--- src/rtl/cpu_pkg.sv ---
// Shared types and constants for the instruction controller: field layout, opcodes, FSM states and the control-strobe bundle.
package cpu_pkg;

   localparam int unsigned DATA_W = 16;
   localparam int unsigned OPC_W  = 3;
   localparam int unsigned OP_W   = 2;
   localparam int unsigned REG_W  = 3;
   localparam int unsigned SH_W   = 2;
   localparam int unsigned IMM_W  = 8;
   localparam int unsigned ALU_W  = 2;

   // Bit positions of the instruction fields
   localparam int unsigned OPC_LSB = 13;
   localparam int unsigned OP_LSB  = 11;
   localparam int unsigned RN_LSB  = 8;
   localparam int unsigned RD_LSB  = 5;
   localparam int unsigned SH_LSB  = 3;
   localparam int unsigned RM_LSB  = 0;
   localparam int unsigned IMM_LSB = 0;

   localparam logic [OPC_W-1:0] OPC_MOV = 3'b110;
   localparam logic [OPC_W-1:0] OPC_ALU = 3'b101;

   localparam logic [OP_W-1:0] OP_MOV_IMM = 2'b10;
   localparam logic [OP_W-1:0] OP_MOV_REG = 2'b00;
   localparam logic [OP_W-1:0] OP_CMP     = 2'b01;
   localparam logic [OP_W-1:0] OP_MVN     = 2'b11;

   localparam logic [ALU_W-1:0] ALU_ADD = 2'b00;

   typedef enum logic [2:0] {
      S_WAIT,
      S_DECODE,
      S_WRITE_IMM,
      S_GET_A,
      S_GET_B,
      S_COMPUTE,
      S_WRITE_REG
   } state_t;

   // Per-cycle datapath control strobes
   typedef struct packed {
      logic             w;
      logic [REG_W-1:0] readnum;
      logic [REG_W-1:0] writenum;
      logic             write;
      logic             vsel;
      logic             loada;
      logic             loadb;
      logic             loadc;
      logic             loads;
      logic             asel;
      logic [SH_W-1:0]  shift;
      logic [ALU_W-1:0] aluop;
   } ctrl_t;

   localparam ctrl_t CTRL_IDLE = '{w: 1'b1, readnum: '0, writenum: '0, write: 1'b0,
                                   vsel: 1'b0, loada: 1'b0, loadb: 1'b0, loadc: 1'b0,
                                   loads: 1'b0, asel: 1'b0, shift: '0, aluop: '0};

   // Sign-extend the 8-bit immediate to datapath width
   function automatic logic [DATA_W-1:0] sign_ext_imm8(input logic [IMM_W-1:0] imm);
      return {{(DATA_W-IMM_W){imm[IMM_W-1]}}, imm};
   endfunction

endpackage

--- src/rtl/cpu_controller_instr_dec.sv ---
// Combinational instruction-register field extraction, immediate sign extension and legality check.
module instr_dec
   import cpu_pkg::*;
(
   input  logic [DATA_W-1:0] ir,
   output logic [OPC_W-1:0]  opcode,
   output logic [OP_W-1:0]   op,
   output logic [REG_W-1:0]  rn,
   output logic [REG_W-1:0]  rd,
   output logic [SH_W-1:0]   sh,
   output logic [REG_W-1:0]  rm,
   output logic [DATA_W-1:0] sximm8,
   output logic              supported
);

   assign opcode = ir[OPC_LSB +: OPC_W];
   assign op     = ir[OP_LSB  +: OP_W];
   assign rn     = ir[RN_LSB  +: REG_W];
   assign rd     = ir[RD_LSB  +: REG_W];
   assign sh     = ir[SH_LSB  +: SH_W];
   assign rm     = ir[RM_LSB  +: REG_W];
   assign sximm8 = sign_ext_imm8(ir[IMM_LSB +: IMM_W]);

   // MOV immediate, MOV register and all four ALU ops are executable; everything else is dropped
   assign supported = ((opcode == OPC_MOV) && ((op == OP_MOV_IMM) || (op == OP_MOV_REG)))
                    || (opcode == OPC_ALU);

endmodule

--- src/rtl/cpu_controller.sv ---
// Instruction register plus control FSM sequencing the register-file/ALU datapath strobes.
module cpu_controller
   import cpu_pkg::*;
(
   input  logic              clk,
   input  logic              reset,
   input  logic [DATA_W-1:0] in,
   input  logic              load,
   input  logic              s,
   output logic              w,
   output logic [REG_W-1:0]  readnum,
   output logic [REG_W-1:0]  writenum,
   output logic              write,
   output logic              vsel,
   output logic              loada,
   output logic              loadb,
   output logic              loadc,
   output logic              loads,
   output logic              asel,
   output logic              bsel,
   output logic [SH_W-1:0]   shift,
   output logic [ALU_W-1:0]  ALUop,
   output logic [DATA_W-1:0] datapath_in
);

   logic [DATA_W-1:0] ir;
   state_t            state, state_n;
   ctrl_t             ctrl, ctrl_n;

   logic [OPC_W-1:0]  opcode;
   logic [OP_W-1:0]   op;
   logic [REG_W-1:0]  rn, rd, rm;
   logic [SH_W-1:0]   sh;
   logic [DATA_W-1:0] sximm8;
   logic              supported;

   logic is_mov_imm, is_mov_reg, is_alu, is_cmp, is_mvn;

   instr_dec u_dec (
      .ir        (ir),
      .opcode    (opcode),
      .op        (op),
      .rn        (rn),
      .rd        (rd),
      .sh        (sh),
      .rm        (rm),
      .sximm8    (sximm8),
      .supported (supported)
   );

   assign is_mov_imm = (opcode == OPC_MOV) && (op == OP_MOV_IMM);
   assign is_mov_reg = (opcode == OPC_MOV) && (op == OP_MOV_REG);
   assign is_alu     = (opcode == OPC_ALU);
   assign is_cmp     = is_alu && (op == OP_CMP);
   assign is_mvn     = is_alu && (op == OP_MVN);

   // State and instruction register; IR only accepts a new word while idle
   always_ff @(posedge clk or posedge reset) begin
      if (reset) begin
         state <= S_WAIT;
         ir    <= '0;
      end else begin
         state <= state_n;
         if ((state == S_WAIT) && load) begin
            ir <= in;
         end
      end
   end

   // Next-state sequencing per instruction class
   always_comb begin
      state_n = state;
      case (state)
         S_WAIT:      if (s) state_n = S_DECODE;
         S_DECODE: begin
            if (!supported)                      state_n = S_WAIT;
            else if (is_mov_imm)                 state_n = S_WRITE_IMM;
            else if (is_alu && !is_mvn)          state_n = S_GET_A;
            else                                 state_n = S_GET_B;
         end
         S_WRITE_IMM: state_n = S_WAIT;
         S_GET_A:     state_n = S_GET_B;
         S_GET_B:     state_n = S_COMPUTE;
         S_COMPUTE:   state_n = is_cmp ? S_WAIT : S_WRITE_REG;
         S_WRITE_REG: state_n = S_WAIT;
         default:     state_n = S_WAIT;
      endcase
   end

   // Strobes for the state being entered; IR fields are stable in every state that uses them
   always_comb begin
      ctrl_n = '0;
      case (state_n)
         S_WAIT: ctrl_n.w = 1'b1;
         S_WRITE_IMM: begin
            ctrl_n.write    = 1'b1;
            ctrl_n.vsel     = 1'b1;
            ctrl_n.writenum = rn;
         end
         S_GET_A: begin
            ctrl_n.readnum = rn;
            ctrl_n.loada   = 1'b1;
         end
         S_GET_B: begin
            ctrl_n.readnum = rm;
            ctrl_n.loadb   = 1'b1;
         end
         S_COMPUTE: begin
            ctrl_n.shift = sh;
            ctrl_n.asel  = is_mov_reg || is_mvn;
            ctrl_n.aluop = is_alu ? ALU_W'(op) : ALU_ADD;
            ctrl_n.loads = is_cmp;
            ctrl_n.loadc = !is_cmp;
         end
         S_WRITE_REG: begin
            ctrl_n.write    = 1'b1;
            ctrl_n.writenum = rd;
         end
         default: ctrl_n = '0;
      endcase
   end

   // Registered control outputs, idle on reset
   always_ff @(posedge clk or posedge reset) begin
      if (reset) begin
         ctrl <= CTRL_IDLE;
      end else begin
         ctrl <= ctrl_n;
      end
   end

   assign w           = ctrl.w;
   assign readnum     = ctrl.readnum;
   assign writenum    = ctrl.writenum;
   assign write       = ctrl.write;
   assign vsel        = ctrl.vsel;
   assign loada       = ctrl.loada;
   assign loadb       = ctrl.loadb;
   assign loadc       = ctrl.loadc;
   assign loads       = ctrl.loads;
   assign asel        = ctrl.asel;
   assign bsel        = 1'b0;
   assign shift       = ctrl.shift;
   assign ALUop       = ctrl.aluop;
   assign datapath_in = sximm8;

endmodule

--- config.mk ---
export PLATFORM = sky130hd
export DESIGN_NAME = cpu_controller
export DESIGN_NICKNAME = d
export VERILOG_FILES = /design/src/rtl/cpu_pkg.sv /design/src/rtl/cpu_controller_instr_dec.sv /design/src/rtl/cpu_controller.sv
export SDC_FILE = /design/constraint.sdc
export NUM_CORES = 1
export LEC_CHECK = 0
export BUFFER_PORTS_ARGS = -buffer_cell sky130_fd_sc_hd__buf_2
export CORE_ASPECT_RATIO = 1.75
export CORE_MARGIN = 8
export CORE_UTILIZATION = 55
export CTS_BUF_LIST = sky130_fd_sc_hd__clkbuf_4 sky130_fd_sc_hd__clkbuf_8
export CTS_CLUSTER_DIAMETER = 50
export DETAILED_ROUTE_END_ITERATION = 10
export PLACE_DENSITY_LB_ADDON = 0.2
export SETUP_SLACK_MARGIN = 0.1
export SLEW_MARGIN = 0
export SYNTH_ARGS = -nofsm -noshare
export SYNTH_HDL_FRONTEND = slang
export SYNTH_SLANG_ARGS = --single-unit
--- constraint.sdc ---
create_clock -name clk -period 4.1 [get_ports clk]
set_clock_uncertainty 0.05 [all_clocks]
set_input_delay 0.615 -clock clk [delete_from_list [all_inputs] [get_ports clk]]
set_output_delay 0.615 -clock clk [all_outputs]
set_load 0.02 [all_outputs]
# Word-level counts from Yosys, hierarchy flattened
# Cells that the tools add are included.
# W data, S select, Z words.
[totals]
out_inout_bits = 35
ff_bits = 37
word_cells = 57
[classes]
reduce_logical = 15
n_eq_ne = 14
muxes = 14
[op_table]
columns = ["op", "n"]
rows = [
  ["$eq A3 B3 Y1 const B", 7],
  ["$mux W3", 5],
  ["$pmux W3 S5", 1],
  ["$eq A3 B2 Y1 const B", 3],
  ["$pmux W4 S2", 1],
  ["$logic_and A1 B1 Y1", 7],
  ["$mux W7", 1],
  ["$logic_not A3 Y1", 2],
  ["$pmux W3 S2", 1],
  ["$eq A2 B2 Y1 const B", 2],
  ["$mux W1", 4],
  ["$eq A3 B1 Y1 const B", 1],
  ["$logic_or A1 B1 Y1", 3],
  ["$eq A2 B1 Y1 const B", 1],
  ["$logic_not A1 Y1", 2],
  ["$logic_not A2 Y1", 1],
  ["$mux W2", 1],
]

# Longest topological paths before layout
[depth]
depth_word = 10
ltp_mapped = 6
mapped_depth_nobuf = 5

# By module
# A second synthesis with hierarchy kept.
[hier_totals]
cells_unflattened = 142
area_unflattened_um2 = 1795.5
[by_module_without_submodules]
columns = ["mod", "n_inst", "area_each_um2", "cells_per_inst", "seq_area_each_um2"]
rows = [
  ["cpu_controller", 1, 1529.0, 107, 927.1],
  ["instr_dec", 1, 266.5, 35, 0.0],
]

# Worst setup path after synthesis
# Ideal clock, no wire load.
[synth_path]
path_type = "reg-to-reg"
start = "register ir[14]"
end = "register ctrl (netlist bit writenum[0])"
n_path_buf = 0
arrival_ps = 1568
required_time_ps = 3929
path_stages_with_launch = 6
synth_period_minus_slack_ps = 1739
setup_slack_ps = 2361
path_cell_list = "dfrtp_1 > nand3b_1 > o311a_2 > a41oi_1 > nor4_4 > a22o_1"
[synth_lines]
columns = ["item", "line_no", "source"]
rows = [
  ["from (decl)", "cpu_controller.sv:26", "logic [DATA_W-1:0] ir;"],
  ["from (signal assigned)", "cpu_controller.sv:65", "ir <= in;"],
  ["to (signal assigned)", "cpu_controller.sv:128", "ctrl <= ctrl_n;"],
  ["to (decl)", "cpu_controller.sv:28", "ctrl_t ctrl, ctrl_n;"],
]

# Worst setup path in the final report
[layout_path]
start = "register state[1]"
end = "register ir[5]"
[layout_via]
elab_chain_len = 2
[layout_rtl]
columns = ["item", "line_no", "source"]
rows = [
  ["from (decl)", "cpu_controller.sv:27", "state_t state, state_n;"],
  ["from (signal assigned)", "cpu_controller.sv:63", "state <= state_n;"],
  ["$logic_not A3 Y1", "cpu_controller.sv:64", "if ((state == S_WAIT) && load) begin"],
  ["$logic_and A1 B1 Y1", "cpu_controller.sv:64", ""],
]
# No other way between the ends.
# A chain may end at the register's enable or synchronous reset.

==> run_results.csv <==
group,metric,value,unit
grt,grt_overflow,0,
synth,yosys_warnings,0,
critical_path,end_kind,"flop",
critical_path,r2r_setup_slack,2.05,ns
finish,drive_gt1_share,54.66,%
finish,final_area,0.001818,mm2
synth,seq_area_frac_synth,59.33,%
detailed_routing,drtAntennaViolNets,0,
grt,grt_pass1_wl,5.271,mm
floorplan,core_area,0.002690,mm2
detailed_routing,vias,1025,
power_and_ir_drop,p_leak,0.0009634,uW
synth,synth_area_leaders,"dfrtp_1, mux2_2, buf_4",
placed_design,place.gp.congestion,0.7543,
floorplan,die_w,56.30,um
synth,synth_area_leader_cell,"dfrtp_1",
placed_design,dp_worst_setup_slack,2.110,ns
critical_path,slowest_stage,"and3_1",
grt,grt_use_total,13.85,%
finish,nFillCells,212,
critical_path,crit_arrival,2.17,ns
critical_path,startpoint,"state[1]",
sta,period_needed,2.053,ns
synth,synth_top_area_share,57.65,%
cts,root_buffer,"clkbuf_8",
critical_path,max_stage_delay,0.74,ns
floorplan,die_area,0.004870,mm2
critical_path,crit_end,"ir[5]",
synth,synth_nets,139,
finish,fin_cells,188,
critical_path,r2r_start,"state[1]",
cts,ctsResizeCount,0,
critical_path,critical_path_depth,3,
detailed_routing,drtPass1Iterations,4,
cts,holdBufCountCts,0,
worst_hold_path,hp-class,"in -> async",
finish,final_nets,180,
floorplan,num_rows,25,
cts,htree_levels,2,
finish,area_growth,16.33,%
finish,multi_input_area,467.9,um2
floorplan,die_h,86.52,um
sta,slew_violations,0,
cts,clock_sinks,37,
sta,rsz0062_at_grt,"no",
cts,cts_buffers,5,
synth,syn_inst,119,
cts,postCtsSetupRepairBufs,0,
detailed_routing,viasPerCell,5.452,
run_status,status,"finished, final reports clean",
grt,grt_max_degree,38,
critical_path,worst-path-buf-inv,0,
sta,slew_headroom,47.14,%
synth,synth.distinct_cells,32,
critical_path,critical_path.top_delay_family,"simple AND/OR/NAND/NOR gates",
critical_path,r2r_end,"ir[5]",
detailed_routing,drt_drc_violations_left,0,
finish,regArea,927.1,um2
sta,fin_tns_setup,0,ns
synth,synth_area,0.001563,mm2
synth,avgSynthCellArea,13.13,um2
sta,worst_slew_pin_slew,0.7929,ns
run,cap_violations,0,
sta,worst_slack,2.047,ns
cts,clockBufferDepth,2,
finish,n_antenna_cell,0,
sta,fmax,0.4871,GHz
synth,synth_seq_cells,37,
floorplan,io_pins,55,
power_and_ir_drop,power_density,834.3,mW/mm2
power_and_ir_drop,ir_worst_vdd,0.4138,mV
grt,antenna_found_initial,0,
critical_path,ff2ff_path_depth,3,
placed_design,dp_hpwl,2.448,mm
detailed_routing,wl,3.265,mm
finish,postLayoutCoreUtil,67.58,%
floorplan,initial_core_util,58.09,%
sta,fin_crit_sh,50.07,%
detailed_routing,detail_route.wl_per_cell,17.37,um
cts,cts_tree,"yes",
cts,clkLatencyLatePin,0.29,ns
critical_path,cp_max_fo,18,
detailed_routing,first_iter_violations,34,
critical_path,cp-start-kind,"flop",
critical_path,required,4.22,ns
sta,hold_violations,0,
critical_path,worstPathCellList,"nor2_1, and3_1, mux2_2",
placed_design,portBuffers,53,
critical_path,worstSetupPathType,"reg -> reg",
placed_design,dpl_cell_area,0.001720,mm2
cts,clkTransAtPathRegs,0.07,ns
grt,grt_pass1_vias,1112,
sta,setup_violations,0,
placed_design,post-place-cells,180,
how the worst min path moves through the flow:
stage                       end  start  depth (start not counted)
floorplan           writenum[0]  ir[8]                          1
global placement     readnum[2]  ir[2]                          1
detailed placement        ir[3]  ir[3]                          1
CTS                    state[1]  reset                          3
global route               vsel  reset                          3
finish                     vsel  reset                          3
area by class of cell:
type / count / share of cell area [%]
Clock buffer: 8 / 5.368
Inverter: 5 / 1.032
Tap cell: 27 / 1.858
Sequential cell: 37 / 51.00
Timing Repair Buffer: 54 / 15.00
Multi-Input combinational cell: 57 / 25.74
sequential cells by signal, indices dropped and copies added, names as in the netlist:
name and flops:
vsel 1, ir 16, ALUop 2, loadb 1, loads 1, loadc 1
loada 1, state 3, w 1, readnum 3, shift 2, writenum 3
write 1, asel 1
layout by cell type, fill, tap and decap left out:
cell / netlist / routed
o311a_2: 1 / 1
or2_4: 1 / 1
a211oi_1: 1 / 1
clkbuf_8: 0 / 6
nand3b_1: 1 / 1
or2_2: 1 / 1
nor4bb_1: 1 / 1
clkbuf_4: 0 / 2
or4b_1: 1 / 1
buf_2: 2 / 53
o21a_1: 1 / 1
mux2_2: 14 / 14
buf_4: 17 / 1
and3_2: 3 / 3
nor2_1: 3 / 3
and3_1: 2 / 2
and4_2: 1 / 1
a22o_2: 3 / 3
and4b_1: 1 / 1
dfstp_2: 1 / 1
nand2_1: 5 / 5
nor2b_1: 1 / 1
a32o_1: 1 / 1
dfrtp_1: 36 / 36
a41oi_1: 1 / 1
nor4_4: 1 / 1
nand2b_1: 1 / 1
nand4b_1: 1 / 1
o21ai_0: 3 / 3
a22o_1: 3 / 3
inv_1: 5 / 5
nor3_1: 4 / 4
conb_1: 1 / 1
layer usage:
layer  vias to the layer above  wire length (um)  global-route usage, %
met3                         7               323                  7.613
met1                       491              1149                  12.79
met5                         -                 0                      0
met4                         0                64                  6.593
met2                        46              1727                  23.91
li1                        481                 -                      -
cells by family (layout without fill, tap and decap cells):
| kind of cell | count (synthesis) | after routing | synth area share [%] |
|---|---|---|---|
| multiplexers | 14 | 14 | 10.09 |
| buffers and inverters | 25 | 67 | 10.73 |
| flip-flops | 37 | 37 | 59.33 |
| AO/OA/AOI/OAI | 14 | 14 | 7.446 |
| other | 1 | 1 | 0.2400 |
| AND/OR/NAND/NOR | 28 | 28 | 12.17 |
per-stage QoR:
step / power, uW / hold WS [ns]
after floorplan: 1165 / 0.4339
after CTS: 1532 / 0.3721
after detailed placement: 1262 / 0.4660
final: 1517 / 0.3651
after global placement: 1238 / 0.4567
after global routing: 1607 / 0.4154
worst register-to-register path: cells and delay by family, from the launching register on:
family | cells | cell delay, ns
flops | 1 | 0.43
mux | 1 | 0.41
simple gates | 2 | 1.04
Yosys cell counts:
library cell / instances
dfrtp_1: 36
buf_4: 17
mux2_2: 14
inv_1: 5
nand2_1: 5
nor3_1: 4
a22o_1: 3
a22o_2: 3
and3_2: 3
nor2_1: 3
o21ai_0: 3
and3_1: 2
buf_2: 2
a211oi_1: 1
a32o_1: 1
a41oi_1: 1
and4_2: 1
and4b_1: 1
buf_6: 1
conb_1: 1
dfstp_2: 1
nand2b_1: 1
nand3b_1: 1
nand4b_1: 1
nor2b_1: 1
nor4_4: 1
nor4bb_1: 1
o21a_1: 1
o311a_2: 1
or2_2: 1
or2_4: 1
or4b_1: 1
where the power goes:
part	internal [uW]	switching, uW	leakage, uW
registers	509	115	0.000472
logic	253	375	0.000439
clock network	150	115	0.0000523
Power figures use the tool's default switching activity.
